`src/rtl/synth_audio_pkg.sv`:
```
// Shared constants and drain FSM encoding for the synth audio output path.
// No logic; widths and the 48 kHz divider live here so producer and feeder agree.
// Backpressure: n/a.
package synth_audio_pkg;
    localparam int SAMPLE_W    = 16;
    localparam int CLK_DIV_48K = 1042;

    typedef enum logic [1:0] {
        IDLE  = 2'd0,
        WRITE = 2'd1,
        GAP   = 2'd2
    } drain_state_t;
endpackage

```
`src/rtl/sample_fifo.sv`:
```
// Synchronous FIFO with read-ahead head data for audio samples.
// Latency: push visible at head and in level on the next edge.
// Backpressure: push while full is accepted only together with a pop.
module sample_fifo #(
    parameter int WIDTH = 16,
    parameter int DEPTH = 8,
    localparam int AW   = $clog2(DEPTH)
) (
    input  logic             CLOCK_50,
    input  logic             reset,
    input  logic             push,
    input  logic [WIDTH-1:0] push_dat,
    input  logic             pop,
    output logic [WIDTH-1:0] head_dat,
    output logic             full,
    output logic             empty,
    output logic [AW:0]      level
);
    logic [WIDTH-1:0] mem [DEPTH];
    logic [AW-1:0]    wr_ptr;
    logic [AW-1:0]    rd_ptr;
    logic             push_ok;
    logic             pop_ok;

    assign full     = (level == (AW+1)'(DEPTH));
    assign empty    = (level == '0);
    assign pop_ok   = pop && !empty;
    // A full FIFO frees the head slot in the same edge it is popped, so the
    // write pointer (equal to the read pointer) can safely take the new sample.
    assign push_ok  = push && (!full || pop_ok);
    assign head_dat = mem[rd_ptr];

    always_ff @(posedge CLOCK_50) begin
        if (push_ok) begin
            mem[wr_ptr] <= push_dat;
        end
    end

    always_ff @(posedge CLOCK_50) begin
        if (reset) begin
            wr_ptr <= '0;
            rd_ptr <= '0;
            level  <= '0;
        end else begin
            if (push_ok) begin
                wr_ptr <= wr_ptr + AW'(1);
            end
            if (pop_ok) begin
                rd_ptr <= rd_ptr + AW'(1);
            end
            case ({push_ok, pop_ok})
                2'b10:   level <= level + (AW+1)'(1);
                2'b01:   level <= level - (AW+1)'(1);
                default: level <= level;
            endcase
        end
    end
endmodule

```
`src/rtl/audio_out_feeder.sv`:
```
// Paces attenuated synth samples at a fixed tick into the DAC write strobe.
// Latency: tick at T, FIFO level at T+1, write strobe at T+2 when idle and allowed.
// Backpressure: audio_out_allowed gates drain; full FIFO drops tick samples (sticky overflow).
module audio_out_feeder #(
    parameter int CLK_DIV    = synth_audio_pkg::CLK_DIV_48K,
    parameter int FIFO_DEPTH = 8,
    parameter int SAMPLE_W   = synth_audio_pkg::SAMPLE_W
) (
    input  logic                          CLOCK_50,
    input  logic                          reset,
    input  logic [SAMPLE_W-1:0]           sample_in,
    input  logic [2:0]                    vol_shift,
    input  logic                          mute,
    output logic                          sample_req,
    input  logic                          audio_out_allowed,
    output logic                          write_audio_out,
    output logic [31:0]                   left_channel_audio_out,
    output logic [31:0]                   right_channel_audio_out,
    output logic [$clog2(FIFO_DEPTH):0]   fifo_level,
    output logic                          overflow,
    input  logic                          clear_status
);
    import synth_audio_pkg::*;

    localparam int            CW       = (CLK_DIV > 1) ? $clog2(CLK_DIV) : 1;
    localparam logic [CW-1:0] DIV_LAST = CW'(CLK_DIV - 1);

    logic [CW-1:0]              div_cnt;
    logic                       tick;
    logic signed [SAMPLE_W-1:0] scaled;
    logic [SAMPLE_W-1:0]        push_dat;
    logic [SAMPLE_W-1:0]        head_dat;
    logic [SAMPLE_W-1:0]        chan_dat;
    logic                       fifo_full;
    logic                       fifo_empty;
    logic                       pop;
    logic                       drop;
    logic                       load;
    drain_state_t               state;
    drain_state_t               state_nxt;

    always_ff @(posedge CLOCK_50) begin
        if (reset || tick) begin
            div_cnt <= '0;
        end else begin
            div_cnt <= div_cnt + CW'(1);
        end
    end

    assign tick       = (div_cnt == DIV_LAST);
    assign sample_req = tick;

    assign scaled   = $signed(sample_in) >>> vol_shift;
    assign push_dat = mute ? '0 : scaled;

    assign pop  = (state == WRITE) && !fifo_empty;
    assign drop = tick && fifo_full && !pop;

    sample_fifo #(
        .WIDTH (SAMPLE_W),
        .DEPTH (FIFO_DEPTH)
    ) u_fifo (
        .CLOCK_50 (CLOCK_50),
        .reset    (reset),
        .push     (tick),
        .push_dat (push_dat),
        .pop      (pop),
        .head_dat (head_dat),
        .full     (fifo_full),
        .empty    (fifo_empty),
        .level    (fifo_level)
    );

    always_ff @(posedge CLOCK_50) begin
        if (reset) begin
            state <= IDLE;
        end else begin
            state <= state_nxt;
        end
    end

    // The GAP state gives the controller a cycle to drop allowed after a write.
    always_comb begin
        state_nxt       = state;
        load            = 1'b0;
        write_audio_out = 1'b0;
        case (state)
            IDLE: begin
                if (!fifo_empty && audio_out_allowed) begin
                    load      = 1'b1;
                    state_nxt = WRITE;
                end
            end
            WRITE: begin
                write_audio_out = 1'b1;
                state_nxt       = GAP;
            end
            GAP: begin
                state_nxt = IDLE;
            end
            default: begin
                state_nxt = IDLE;
            end
        endcase
    end

    always_ff @(posedge CLOCK_50) begin
        if (reset) begin
            chan_dat <= '0;
        end else if (load) begin
            chan_dat <= head_dat;
        end
    end

    assign left_channel_audio_out  = {chan_dat, {(32-SAMPLE_W){1'b0}}};
    assign right_channel_audio_out = {chan_dat, {(32-SAMPLE_W){1'b0}}};

    // A drop in the same cycle as clear_status must remain visible.
    always_ff @(posedge CLOCK_50) begin
        if (reset) begin
            overflow <= 1'b0;
        end else if (drop) begin
            overflow <= 1'b1;
        end else if (clear_status) begin
            overflow <= 1'b0;
        end
    end
endmodule
```
`config.mk`:
```
export PLATFORM = sky130hd
export DESIGN_NAME = audio_out_feeder
export DESIGN_NICKNAME = d
export VERILOG_FILES = /design/src/rtl/synth_audio_pkg.sv /design/src/rtl/sample_fifo.sv /design/src/rtl/audio_out_feeder.sv
export SDC_FILE = /design/constraint.sdc
export NUM_CORES = 1
export LEC_CHECK = 0
export ABC_AREA = 0
export ABC_CLOCK_PERIOD_IN_PS = 3300
export CORE_MARGIN = 4
export CORE_UTILIZATION = 50
export CTS_CLUSTER_DIAMETER = 200
export DETAILED_ROUTE_END_ITERATION = 7
export HOLD_SLACK_MARGIN = 0.1
export PLACE_DENSITY_LB_ADDON = 0.3
export SKIP_LAST_GASP = 1
export SYNTH_ARGS = -nofsm -noshare
export SYNTH_HDL_FRONTEND = slang
export SYNTH_SLANG_ARGS = --single-unit
```
`constraint.sdc`:
```
create_clock -name CLOCK_50 -period 3.3 [get_ports CLOCK_50]
set_input_delay 0.66 -clock CLOCK_50 [delete_from_list [all_inputs] [get_ports CLOCK_50]]
set_output_delay 0.66 -clock CLOCK_50 [all_outputs]
set_load 0.02 [all_outputs]
```
# ---- Word-level counts from Yosys, hierarchy flattened
# Memories as Yosys holds them, arrays and structs flattened. A register that Yosys moved wholly into a read port is not among the register bits.
# Cells that the tools add are included.
dict set report word_totals {
  register_bits 24
  ramBits 128
  inputBits 24
  mem_count 1
}
# name depth width read_ports rd_clocked_by_memory_dff wr line_no
set mem_list {}
lappend mem_list {u_fifo.mem 8 16 1 1 1 sample_fifo.sv:19} ;# logic [WIDTH-1:0] mem [DEPTH];
dict set report classes {
  add_sub_neg 5
  shift 1
  n_eq_ne 6
  n_mux 11
  reduce_logical 15
}
# cell n
set ops {}
lappend ops {{2-to-1 mux 16 bit} 1}
lappend ops {{>>> shifter 16 x 3 -> 16 bit} 1}
lappend ops {{adder 11 x 1 -> 11 bit (second input constant)} 1}
lappend ops {{== test 11 bit (second input constant)} 1}
lappend ops {{one-hot mux 4 bit (2 select lines)} 1}
lappend ops {{2-to-1 mux 1 bit} 7}
lappend ops {{adder 3 x 1 -> 3 bit (second input constant)} 2}
lappend ops {{logical AND 1 bit} 6}
lappend ops {{adder 4 x 1 -> 4 bit (second input constant)} 1}
lappend ops {{== test 2 x 1 -> 1 bit (second input constant)} 2}
lappend ops {{== test 4 bit (second input constant)} 1}
lappend ops {{zero test 4 bit} 1}
lappend ops {{one-hot mux 2 bit (2 select lines)} 1}
lappend ops {{nonzero test 2 bit} 2}
lappend ops {{subtractor 4 x 1 -> 4 bit (second input constant)} 1}
lappend ops {{zero test 1 bit} 3}
lappend ops {{== test 2 bit (second input constant)} 1}
lappend ops {{zero test 2 bit} 1}
lappend ops {{logical OR 1 bit} 2}
lappend ops {{2-to-1 mux 2 bit} 1}
lappend ops {{inequality test 2 bit (second input constant)} 1}

# ---- Logic depth before layout (Yosys ltp)
# Gate-level depths: netlist of the first run.
dict set report logic_depth {
  ltp_word 8
  mapped_depth 14
  mapped_depth_nobuf 13
}

# ---- Hierarchy
# Synthesis of the first run repeated with hierarchy kept, for this count alone.
dict set report unflattened {
  hier_cells 524
  area_unflattened_um2 7703.6
}
# module instances cells_per_inst area_per_inst_um2 seq_area_each_um2
set modules_own_cells {}
lappend modules_own_cells {sample_fifo 1 271 5662.9 4103.9}
lappend modules_own_cells {audio_out_feeder 1 253 2040.7 600.6}

# ---- Worst setup path after synthesis of the first run
# No wires, ideal clock.
dict set report synth_timing {
  path_type {register to register}
  from {reg div_cnt[0]}
  to {mem u_fifo.mem[0][0], enable pin}
  arrival_ns 2.967
  setup_slack_ns -0.097
  setup_ns 0.430
  path_buffers 1
  path_stages_with_launch 8
  period_less_slack_ns 3.397
  required_time_ns 2.870
  cell_sequence {dfxtp_1 -> ha_1 -> nor4bb_1 -> and4b_1 -> buf_2 -> and2_1 -> inv_2 -> nor4_1}
}
dict set report synth_between {
  elab_chain_cells 4
}
# item line_no
set synth_lines {}
lappend synth_lines {{from (decl)} audio_out_feeder.sv:28} ;# logic [CW-1:0] div_cnt;
lappend synth_lines {{from (signal assigned)} audio_out_feeder.sv:46} ;# div_cnt <= div_cnt + CW'(1);
lappend synth_lines {{== test 11 bit} audio_out_feeder.sv:50} ;# assign tick = (div_cnt == DIV_LAST);
lappend synth_lines {{net sample_req} audio_out_feeder.sv:14} ;# output logic sample_req,
lappend synth_lines {{logical AND 1 bit} sample_fifo.sv:30} ;# assign push_ok = push && (!full || pop_ok);
lappend synth_lines {{2-to-1 mux 1 bit} sample_fifo.sv:34} ;# if (push_ok) begin
lappend synth_lines {{2-to-1 mux 1 bit (implied by the code)} sample_fifo.sv:35} ;# mem[wr_ptr] <= push_dat;
lappend synth_lines {{to (decl)} sample_fifo.sv:19}
# The timed path passes the listed nets, and every way through them passes these cells.

# ---- Worst setup path after layout of the first run
dict set report layout_timing {
  from {reg div_cnt[0]}
  to {out sample_req}
}
dict set report layout_between {
  elab_chain_cells 1
}
# item line_no
set layout_lines {}
lappend layout_lines {{== test 11 bit} audio_out_feeder.sv:50}
lappend layout_lines {{to (decl)} audio_out_feeder.sv:14}
# Every way passes these cells.

==> results of run 1 <==
## cells in the final DEF (no fill, tap or decap), types with 3 or more instances in the layout
master           synthesis  final
a21oi_1                  6      6
a22oi_1                  6      6
a22oi_2                 10     10
buf_4                   49     14
clkbuf_16                0     17
clkdlybuf4s50_1          0     62
clkinv_1                 1      4
clkinv_2                 0      3
clkinv_4                 0      3
conb_1                   1     32
dfxtp_1                 40     39
edfxtp_1               128    128
ha_1                     7      7
inv_1                    5      5
mux2i_1                 12     12
mux4_2                  45     45
nand2_1                 42     42
nand2b_1                 5      5
nand3_1                  8      8
nor2_1                  41     41
nor2b_1                  6      6
nor3_1                   8      4
nor3_2                   0      4
nor4_1                   4      3
o21a_1                   4      4
o21ai_0                  4      4
xnor2_1                  8      8
xor2_1                   6      6
## final cells by class
cell class | count | area (µm²)
fill | 1086 | 5926
sequential | 168 | 4646
multi-input combinational | 274 | 2421
timing repair buffer | 77 | 745.7
clock buffer | 19 | 432.9
tap | 184 | 230.2
clock inverter | 13 | 106.4
inverter | 7 | 26.28
## per-layer routing
| layer | up-vias | global-route usage (%) | share of wire [%] |
|---|---|---|---|
| met4 | 0 | 6.296 | 1.9 |
| met1 | 2051 | 22.83 | 42 |
| met5 | - | 0 | 0 |
| met2 | 142 | 30.42 | 51 |
| met3 | 19 | 4.175 | 5.3 |
| li1 | 1877 | - | - |
## stage by stage
step	setup WS (ns)	std cells
floorplan	0.3223	519
global placement	0.6611	710
detailed placement	0.5315	710
CTS	0.4185	742
global route	0.3172	742
finish	0.4639	742
## flip-flops by register name, summed over array words and instances (netlist names)
| signal | count |
|---|---|
| u_fifo.wr_ptr | 3 |
| u_fifo.rd_ptr | 3 |
| u_fifo.level | 4 |
| overflow | 1 |
| div_cnt | 11 |
| state | 2 |
| u_fifo.mem | 128 |
| chan_dat | 16 |
## worst min-delay path: cells and delay by family (launching register included)
| family | cells | cell delay, ns |
|---|---|---|
| AND/OR/NAND/NOR | 2 | 0.09 |
| flip-flops | 1 | 0.32 |
## power groups by stage
stage | Clock, mW | Combinational [mW] | Sequential [mW]
floorplan | 0 | 0.160 | 2.34
global placement | 0 | 0.191 | 2.34
detailed placement | 0 | 0.197 | 2.34
CTS | 1.84 | 0.198 | 2.29
global route | 1.94 | 0.219 | 2.29
finish | 1.80 | 0.199 | 2.29
## logic make-up after synthesis
group                    after synthesis  share of synthesized area, %
AO/OA/AOI/OAI                         36                         4.205
AND/OR/NAND/NOR                      126                         8.005
flip-flops                           168                         62.43
multiplexers                          59                         15.54
XOR/XNOR                              14                         1.648
other                                  1                       0.05041
adder cells (fa/ha/maj)                7                         1.177
buffers and inverters                 77                         6.946
## worst paths after layout
| check | start | to | depth (start not counted) |
|---|---|---|---|
| max | div_cnt[0]$_SDFF_PP0_ | sample_req | 5 |
| min | chan_dat[14]$_SDFFE_PP0P_ | chan_dat[14]$_SDFFE_PP0P_ | 2 |
| min reg2reg | chan_dat[14]$_SDFFE_PP0P_ | chan_dat[14]$_SDFFE_PP0P_ | 2 |
| max reg2reg | div_cnt[0]$_SDFF_PP0_ | u_fifo.level[2]$_SDFFE_PP0P_ | 12 |
==> impl_results.md, run 1 <==
- Status: completed
- Core area: 14530 µm²
- CTS Buf Count: 17
- # H-tree levels: 4
- Clock Power Share: 41.9%
- Initial antenna violation count: 0
- Vias in the first global route: 4101
- Synth-to-Final Area Change: 15.71%
- Final period util: 85.94%
- Die width: 130.0 µm
- Final Cell Area: 8608 µm²
- Vias: 4089
- ANT nets after route: 0
- Power, Total: 4.289 mW
- CTS tree: built
- DP HPWL: 9224 µm
- Clk slew on worst S/H paths: 0.06 ns
- Fmax: 352.6 MHz
- Worst vdd ir: 0.4035 mV
- Sequential power share: 53.5%
- Power Dens Cells: 498.3 nW/µm²
- DR WL/cell: 19.20 µm
- Worst stage delay on the critical path: 0.61 ns
- Req. time, crit path: 2.64 ns
- Top cells by count, synth: edfxtp_1 (128), buf_4 (49), mux4_2 (45), nand2_1 (42), nor2_1 (41)
- Starting Density: 51.19%
- Post-Route Utilization: 59.23%
- Clk root buf: clkbuf_16
- Worst hold slack: 0.4492 ns
- Switch Pwr: 897.1 µW
- Internal power: 3.392 mW
- Share of cells above drive strength 1: 20.07%
- Worst min-delay path category: reg -> reg
- 1st-pass router iterations: 4
- Overall Global Routing Usage: 17.95%
- Final setup TNS: 0 ns
- Rows: 44
- Mean Syn Cell Area: 15.25 µm²
- Drt total wl: 14250 µm
- Comb power frac: 4.6%
- Slew @ Worst Pin: 0.6981 ns
- CTS Hold Bufs: 0
- Cell taking the most area after synthesis: edfxtp_1
- Number of vias per cell: 5.511
- Worst Path Buf+Inv: 2
- Clk Latency, worst-skew pair: 0.42 ns
- Global route overflow: 0
- Critical-path cell list: ha_1 > nor4bb_1 > and4b_1 > buf_4 > clkdlybuf4s50_1
- Final setup fails: 0
- Number of flops mapped to enable cells by yosys: 128
- Ant. Diodes: 0
- Crit path max fanout: 7
- Top cells by area, synth: edfxtp_1 (52%), mux4_2 (14%), dfxtp_1 (11%)
- Asr flop ratio synth: 0%
- Crit path max-delay cell type: clkdlybuf4s50_1
- Initial drt markers: 360
- Period minus WS final: 2.836 ns
- Mapped Cells: 488
- Final nets: 576
- CTS resizes: 0
- Switching portion of total power: 20.92%
- Skew final: 0.008150 ns
- Yosys cell types: 46
- Yosys top cell area share: 51.66%
- RSZ-0062 raised after global routing: false
- Cell Area, Placed: 8069 µm²
- CTS Sinks: 168
- Leak: 2.919 nW
- Synth warn: 0
- Setup Crit Path Kind: reg -> out
- I/O pins: 95
- Seq/Total Area, Yosys: 62.43%
- Max-cap violations: 0
- Startpoint types: register
- First-pass GRT wire length: 22500 µm
- Arr. time, crit path: 2.18 ns
- Remaining DRCs: 0
- Synth Flop Type: edfxtp_1
- Die area: 16890 µm²
- Fin. Hold Viols: 0
- I/O Buffers: 62
- Worst Setup End Kind: primary output
- Die Ht: 130.0 µm
- R2R setup slack: 0.61 ns
- Slew margin rel.: 53.37%
- Worst path top cell family by delay: buffers and inverters
- Final slew viol count: 0
- Post-CTS Setup Repair Bufs: 0
- Most frequent cell after synthesis: edfxtp_1
- GP Congestion: 0.8058
- Synth Register Bits: 168
- Post-Syn Area: 7440 µm²
- Largest net degree at the start of global routing: 21
- Maximum clock path buffer count: 2
(Power assumes the default switching activity.)
==> run 2: changes to the inputs <==
--- a/config.mk
+++ b/config.mk
@@ -7,13 +7,16 @@
 export LEC_CHECK = 0
 export ABC_AREA = 0
 export ABC_CLOCK_PERIOD_IN_PS = 3300
+export CELL_PAD_IN_SITES_DETAIL_PLACEMENT = 0
+export CELL_PAD_IN_SITES_GLOBAL_PLACEMENT = 1
 export CORE_MARGIN = 4
-export CORE_UTILIZATION = 50
+export CORE_UTILIZATION = 42
 export CTS_CLUSTER_DIAMETER = 200
 export DETAILED_ROUTE_END_ITERATION = 7
 export HOLD_SLACK_MARGIN = 0.1
 export PLACE_DENSITY_LB_ADDON = 0.3
 export SKIP_LAST_GASP = 1
+export SLEW_MARGIN = 20
 export SYNTH_ARGS = -nofsm -noshare
 export SYNTH_HDL_FRONTEND = slang
 export SYNTH_SLANG_ARGS = --single-unit
==> run 2 against run 1 <==
  * Via count fell by 0.71%
  * Global-route usage decreased by 2.8 points
  * Non-clock buffer count grew 2
  * Critical endpoint unchanged
  * Highest routed layer unchanged
==> impl_results.md, run 2 (synthesized netlist as in run 1, its figures left out) <==
- Remaining DRCs: 0 (unchanged)
- I/O pins: 95 (unchanged)
- Crit path max-delay cell type: clkdlybuf4s50_1
- Core area: 17360 µm² (+19%)
- Hold path start: chan_dat[11]$_SDFFE_PP0P_
- CTS resizes: 0 (unchanged)
- Final setup TNS: 0 ns (unchanged)
- Worst Setup End Kind: primary output
- Global route overflow: 0 (unchanged)
- Clk slew on worst S/H paths: 0.06 ns (about the same)
- Hold path cells: 2 (unchanged)
- Startpoint types: register
- Worst vdd ir: 0.4456 mV (+10%)
- Final Cell Area: 8620 µm² (+0.13%)
- Maximum clock path buffer count: 2 (unchanged)
- DR WL/cell: 18.27 µm (-4.8%)
- 1st-pass router iterations: 4 (unchanged)
- DP HPWL: 9129 µm (-1.0%)
- Fillcell total: 1471 (+35%)
- Dpl cells: 753 (+6.1%)
- Crit path max fanout: 7 (unchanged)
- Critical-path cell list: ha_1 > nor4bb_1 > and4b_1 > buf_4 > clkdlybuf4s50_1
- Vias: 4060 (-0.71%)
- Endpoint, Worst Hold: chan_dat[11]$_SDFFE_PP0P_
- Ant. Diodes: 0 (unchanged)
- Fin. Hold Viols: 0 (unchanged)
- R2R setup slack: 0.53 ns (-0.08 ns)
- Status: completed
- RSZ-0062 raised after global routing: false
- Most frequent cells in the layout: edfxtp_1 (128), clkdlybuf4s50_1 (62), mux4_2 (45)
- Arr. time, crit path: 2.24 ns (+0.06 ns)
- Max-cap violations: 0 (unchanged)
- Fmax: 344.6 MHz (-2.3%)
- Post-Layout Cell Count: 784 (+5.7%)
- Clk root buf: clkbuf_16
- Overall Global Routing Usage: 15.13% (-2.8 points)
- Period minus WS final: 2.902 ns (+0.06592 ns)
- Final slew viol count: 0 (unchanged)
- Clk Latency, worst-skew pair: 0.42 ns (about the same)
- Post-Route Utilization: 49.66% (-9.6 points)
- Post-CTS Setup Repair Bufs: 0 (unchanged)
- Worst min-delay path category: reg -> reg
- Die Ht: 141.1 µm (+8.5%)
- Skew final: 0.005912 ns (-0.002238 ns)
- Initial drt markers: 320 (-11%)
- CTS Hold Bufs: 0 (unchanged)
- Drt total wl: 14320 µm (+0.54%)
- Die area: 19910 µm² (+18%)
- CTS tree: built
- Power, Total: 4.176 mW (-2.6%)
- Slew margin rel.: 51.60% (-1.8 points)
- Synth-to-Final Area Change: 15.86%
- Die width: 141.1 µm (+8.5%)
- GP Congestion: 0.7613 (-5.5%)
- Rows: 48 (+9.1%)
- CTS Buf Count: 17 (unchanged)
- Worst hold slack: 0.4487 ns (-0.0004890 ns)
- Final nets: 578 (+0.35%)
- Cell Area, Placed: 8123 µm² (+0.67%)
- Post-Place Worst Slack: 0.4888 ns (-0.04272 ns)
- Final period util: 87.94% (+2.0 points)
- Worst R2R Start: div_cnt[0]$_SDFF_PP0_
- Power Dens Cells: 484.5 nW/µm² (-2.8%)
- Leak: 2.917 nW (about the same)
- Multi-input gate area: 2421 µm² (unchanged)
- I/O Buffers: 62 (unchanged)
- Slew @ Worst Pin: 0.7238 ns (+0.02571 ns)
- Setup Crit Path Kind: reg -> out
- Reg-to-reg endpoint: u_fifo.level[3]$_SDFFE_PP0P_
- Sequential Area: 4646 µm² (unchanged)
- Max reg flops: 128 (unchanged)
- ANT nets after route: 0 (unchanged)
- First-pass GRT wire length: 22840 µm (+1.5%)
- Vias in the first global route: 4121 (+0.49%)
- Most common cell after layout, fill and taps aside: edfxtp_1
- Register-to-Register Path Depth: 9 (-3)
- Share of cells above drive strength 1: 20.39% (+0.32 points)
- Number of vias per cell: 5.179 (-6.0%)
- Req. time, crit path: 2.64 ns (about the same)
- Most flops, register: u_fifo.mem
- Top flop regs: u_fifo.mem (128), chan_dat (16), div_cnt (11)
- Initial antenna violation count: 0 (unchanged)
- Worst stage delay on the critical path: 0.61 ns (about the same)
- Final setup fails: 0 (unchanged)
- PnR worst setup slack: 0.3980 ns (-0.06592 ns)
- CTS Sinks: 168 (unchanged)
- Largest net degree at the start of global routing: 35 (+67%)
- # H-tree levels: 4 (unchanged)
- Starting Density: 42.86% (-8.3 points)
## run 2: power by group
group / switching, mW / internal, mW
Sequential: 0.00315 / 2.29
Combinational: 0.126 / 0.0738
Clock: 0.741 / 0.942
Total: 0.870 / 3.31
## run 2: worst max-delay path: cells and delay by family, from the launching register on
kind | cells | cell delay, ns
buf+inv | 2 | 0.77
simple gates | 2 | 0.53
flops | 1 | 0.38
fa+ha+maj | 1 | 0.16
## run 2: final cells by class
class | count | share of cell area, %
flip-flops and latches | 168 | 53.90
multi-input cells | 274 | 28.09
repair buffers | 79 | 8.681
clock buffers | 20 | 5.066
well taps | 225 | 3.266
clock inverters | 11 | 0.6968
inverters | 7 | 0.3048
## run 2: how the worst max path moves through the flow
stage	startpoint	end	slack, ns	cells after the start
after floorplan	div_cnt[0]$_SDFF_PP0_	u_fifo.mem[1][0]$_DFFE_PP_	0.32	7
after global placement	vol_shift[0]	u_fifo.mem[0][7]$_DFFE_PP_	0.56	5
after detailed placement	div_cnt[0]$_SDFF_PP0_	u_fifo.level[2]$_SDFFE_PP0P_	0.49	12
after CTS	div_cnt[0]$_SDFF_PP0_	sample_req	0.34	5
after global routing	div_cnt[0]$_SDFF_PP0_	sample_req	0.24	5
final	div_cnt[0]$_SDFF_PP0_	sample_req	0.40	5
## run 2: routing by layer
metal | vias up | wire (µm) | GRT usage, %
li1 | 1882 | - | -
met1 | 2035 | 6612 | 21.54
met2 | 130 | 6828 | 23.25
met3 | 13 | 716 | 2.815
met4 | 0 | 165 | 5.660
met5 | - | 0 | 0
==> run 3: changes to the inputs <==
--- a/config.mk
+++ b/config.mk
@@ -9,6 +9,7 @@
 export ABC_CLOCK_PERIOD_IN_PS = 3300
 export CELL_PAD_IN_SITES_DETAIL_PLACEMENT = 0
 export CELL_PAD_IN_SITES_GLOBAL_PLACEMENT = 1
+export CORE_ASPECT_RATIO = 1.1
 export CORE_MARGIN = 4
 export CORE_UTILIZATION = 42
 export CTS_CLUSTER_DIAMETER = 200
==> run 3 against run 2 <==
  * Sequential share of layout area down 0.90 points
  * Clock-buffer cell count down 2
  * Sequential power about the same
  * Clock skew up 0.0054 ns
  * First-iteration DRC count down 11%
  * Non-clock buffer count down 1
  * Global-route usage down 0.67 points
  * Utilization up 1.3 points
  * Critical path depth unchanged
  * Final cell count up 1.1%
  * Design area up 1.7%
  * Critical path type unchanged
  * Largest power group unchanged
==> impl_results.md, run 3 (synthesized netlist as in run 1, its figures left out) <==
- Req. time, crit path: 2.64 ns (about the same)
- Vias: 4020 (-0.99%)
- Met1 GRT Util: 19.55% (-2.0 points)
- Initial antenna violation count: 0 (unchanged)
- Clk slew on worst S/H paths: 0.07 ns (about the same)
- Core area: 17200 µm² (-0.88%)
- Final nets: 577 (-0.17%)
- CTS Buf Count: 17 (unchanged)
- Die area: 19910 µm² (about the same)
- Ant. Diodes: 0 (unchanged)
- Die Ht: 147.6 µm (+4.6%)
- PnR worst setup slack: 0.4328 ns (+0.03483 ns)
- Post-Place Worst Slack: 0.5790 ns (+0.09019 ns)
- Drt total wl: 13920 µm (-2.8%)
- CTS tree: built
- GR peak layer: met2
- Arr. time, crit path: 2.21 ns (-0.03 ns)
- Crit path max fanout: 7 (unchanged)
- RSZ-0062 raised after global routing: false
- Slew margin rel.: 55.62% (+4.0 points)
- Most common cell after layout, fill and taps aside: edfxtp_1
- Worst vdd ir: 0.3583 mV (-20%)
- Most flops, register: u_fifo.mem
- Fmax: 348.8 MHz (+1.2%)
- Die width: 134.9 µm (-4.4%)
- Largest net degree at the start of global routing: 19 (-46%)
- I/O pins: 95 (unchanged)
- Status: completed
- DR WL/cell: 17.56 µm (-3.9%)
- Fin. Hold Viols: 0 (unchanged)
- Share of cells above drive strength 1: 21.11% (+0.72 points)
- Worst hold slack: 0.4501 ns (+0.001321 ns)
- CTS resizes: 0 (unchanged)
- Slew @ Worst Pin: 0.6644 ns (-0.05939 ns)
- Top flop regs: u_fifo.mem (128), chan_dat (16), div_cnt (11)
- Critical-path cell list: ha_1 > nor4bb_1 > and4b_1 > buf_4 > clkdlybuf4s50_1
- I/O Buffers: 62 (unchanged)
- Worst stage delay on the critical path: 0.61 ns (about the same)
- Final period util: 86.89% (-1.1 points)
- Fillcell total: 1406 (-4.4%)
- Worst min-delay path category: reg -> reg
- GP Congestion: 0.7605 (-0.11%)
- CTS Hold Bufs: 0 (unchanged)
- First-pass GRT wire length: 21820 µm (-4.4%)
- Startpoint types: register
- Maximum clock path buffer count: 2 (unchanged)
- Leak: 2.969 nW (+1.8%)
- Post-CTS Setup Repair Bufs: 0 (unchanged)
- Final setup TNS: 0 ns (unchanged)
- Final setup fails: 0 (unchanged)
- Most frequent cells in the layout: edfxtp_1 (128), clkdlybuf4s50_1 (62), mux4_2 (45)
- Final slew viol count: 0 (unchanged)
- Synth-to-Final Area Change: 17.83%
- ANT nets after route: 0 (unchanged)
- CTS Sinks: 168 (unchanged)
- Initial drt markers: 285 (-11%)
- Vias in the first global route: 3961 (-3.9%)
- Clk root buf: clkbuf_16
- Max-cap violations: 0 (unchanged)
- Overall Global Routing Usage: 14.46% (-0.67 points)
- Skew final: 0.01133 ns (+0.005418 ns)
- Global route overflow: 0 (unchanged)
- Setup Crit Path Kind: reg -> out
- Rows: 50 (+4.2%)
- Remaining DRCs: 0 (unchanged)
- Power Dens Cells: 520.6 nW/µm² (+7.5%)
- Crit path max-delay cell type: clkdlybuf4s50_1
- Clk Latency, worst-skew pair: 0.42 ns (about the same)
- Worst Setup End Kind: primary output
- 1st-pass router iterations: 5 (+1)
- M2 GR Usage: 23.12% (-0.13 points)
- Number of vias per cell: 5.069 (-2.1%)
- Met3 global-route usage: 3.710% (+0.89 points)
- Max reg flops: 128 (unchanged)
- # H-tree levels: 4 (unchanged)
- Period minus WS final: 2.867 ns (-0.03483 ns)
- DP HPWL: 8955 µm (-1.9%)
- Starting Density: 43.24% (+0.38 points)
[run 3: cell count changes in the layout (fill, tap and decap cells not counted), sizes merged]
cell / before / now
bufinv: 0 / 3
inv: 6 / 13
clkinv: 11 / 4
clkbuf: 20 / 18
buf: 17 / 16
[run 3: report_power, final]
part | switching [mW] | leakage, nW | internal, mW
logic | 0.126 | 1.17 | 0.0735
registers | 0.00318 | 1.49 | 2.29
clock network | 0.838 | 0.305 | 1.23
total | 0.967 | 2.97 | 3.60
[run 3: stage by stage]
stage | cell area, µm² | total power [mW] | cells | util (%)
floorplan | 7562 | 2.497 | 519 | -
global placement | 8139 | 2.532 | 761 | 47.31
detailed placement | 8139 | 2.537 | 761 | 47.31
CTS | 8766 | 4.604 | 793 | 50.95
global route | 8766 | 4.721 | 793 | 50.95
finish | 8766 | 4.563 | 793 | 50.95
[run 3: per-layer routing]
metal / part of all wire (%) / vias to the layer above / wire length [µm]
met4: 0.94 / 0 / 131
met1: 44 / 2017 / 6180
met3: 5.0 / 11 / 695
met2: 50 / 117 / 6916
met5: 0 / - / 0
li1: - / 1875 / -
[run 3: worst max-delay path, delay by kind of cell, from the launching register on]
family                   cells  cell delay (ns)
buffers and inverters        2             0.76
AND/OR/NAND/NOR              2             0.49
flip-flops                   1             0.38
adder cells (fa/ha/maj)      1             0.15
[run 3: area by class of cell]
cell class / count / area, µm² / share of cell area (%)
clock buffers: 18 / 439.2 / 5.010
clock inverters: 14 / 187.7 / 2.141
inverters: 7 / 26.28 / 0.2997
multi-input cells: 274 / 2421 / 27.62
flip-flops and latches: 168 / 4646 / 53.00
well taps: 234 / 292.8 / 3.340
repair buffers: 78 / 753.2 / 8.593
[run 3: path summary, 6_finish.rpt]
path | start | endpoint | slack [ns] | depth (start not counted)
setup / recovery | div_cnt[0]$_SDFF_PP0_ | sample_req | 0.43 | 5
hold / removal | chan_dat[10]$_SDFFE_PP0P_ | chan_dat[10]$_SDFFE_PP0P_ | 0.45 | 2
setup reg to reg | div_cnt[0]$_SDFF_PP0_ | u_fifo.level[3]$_SDFFE_PP0P_ | 0.60 | 9
hold reg to reg | chan_dat[10]$_SDFFE_PP0P_ | chan_dat[10]$_SDFFE_PP0P_ | 0.45 | 2
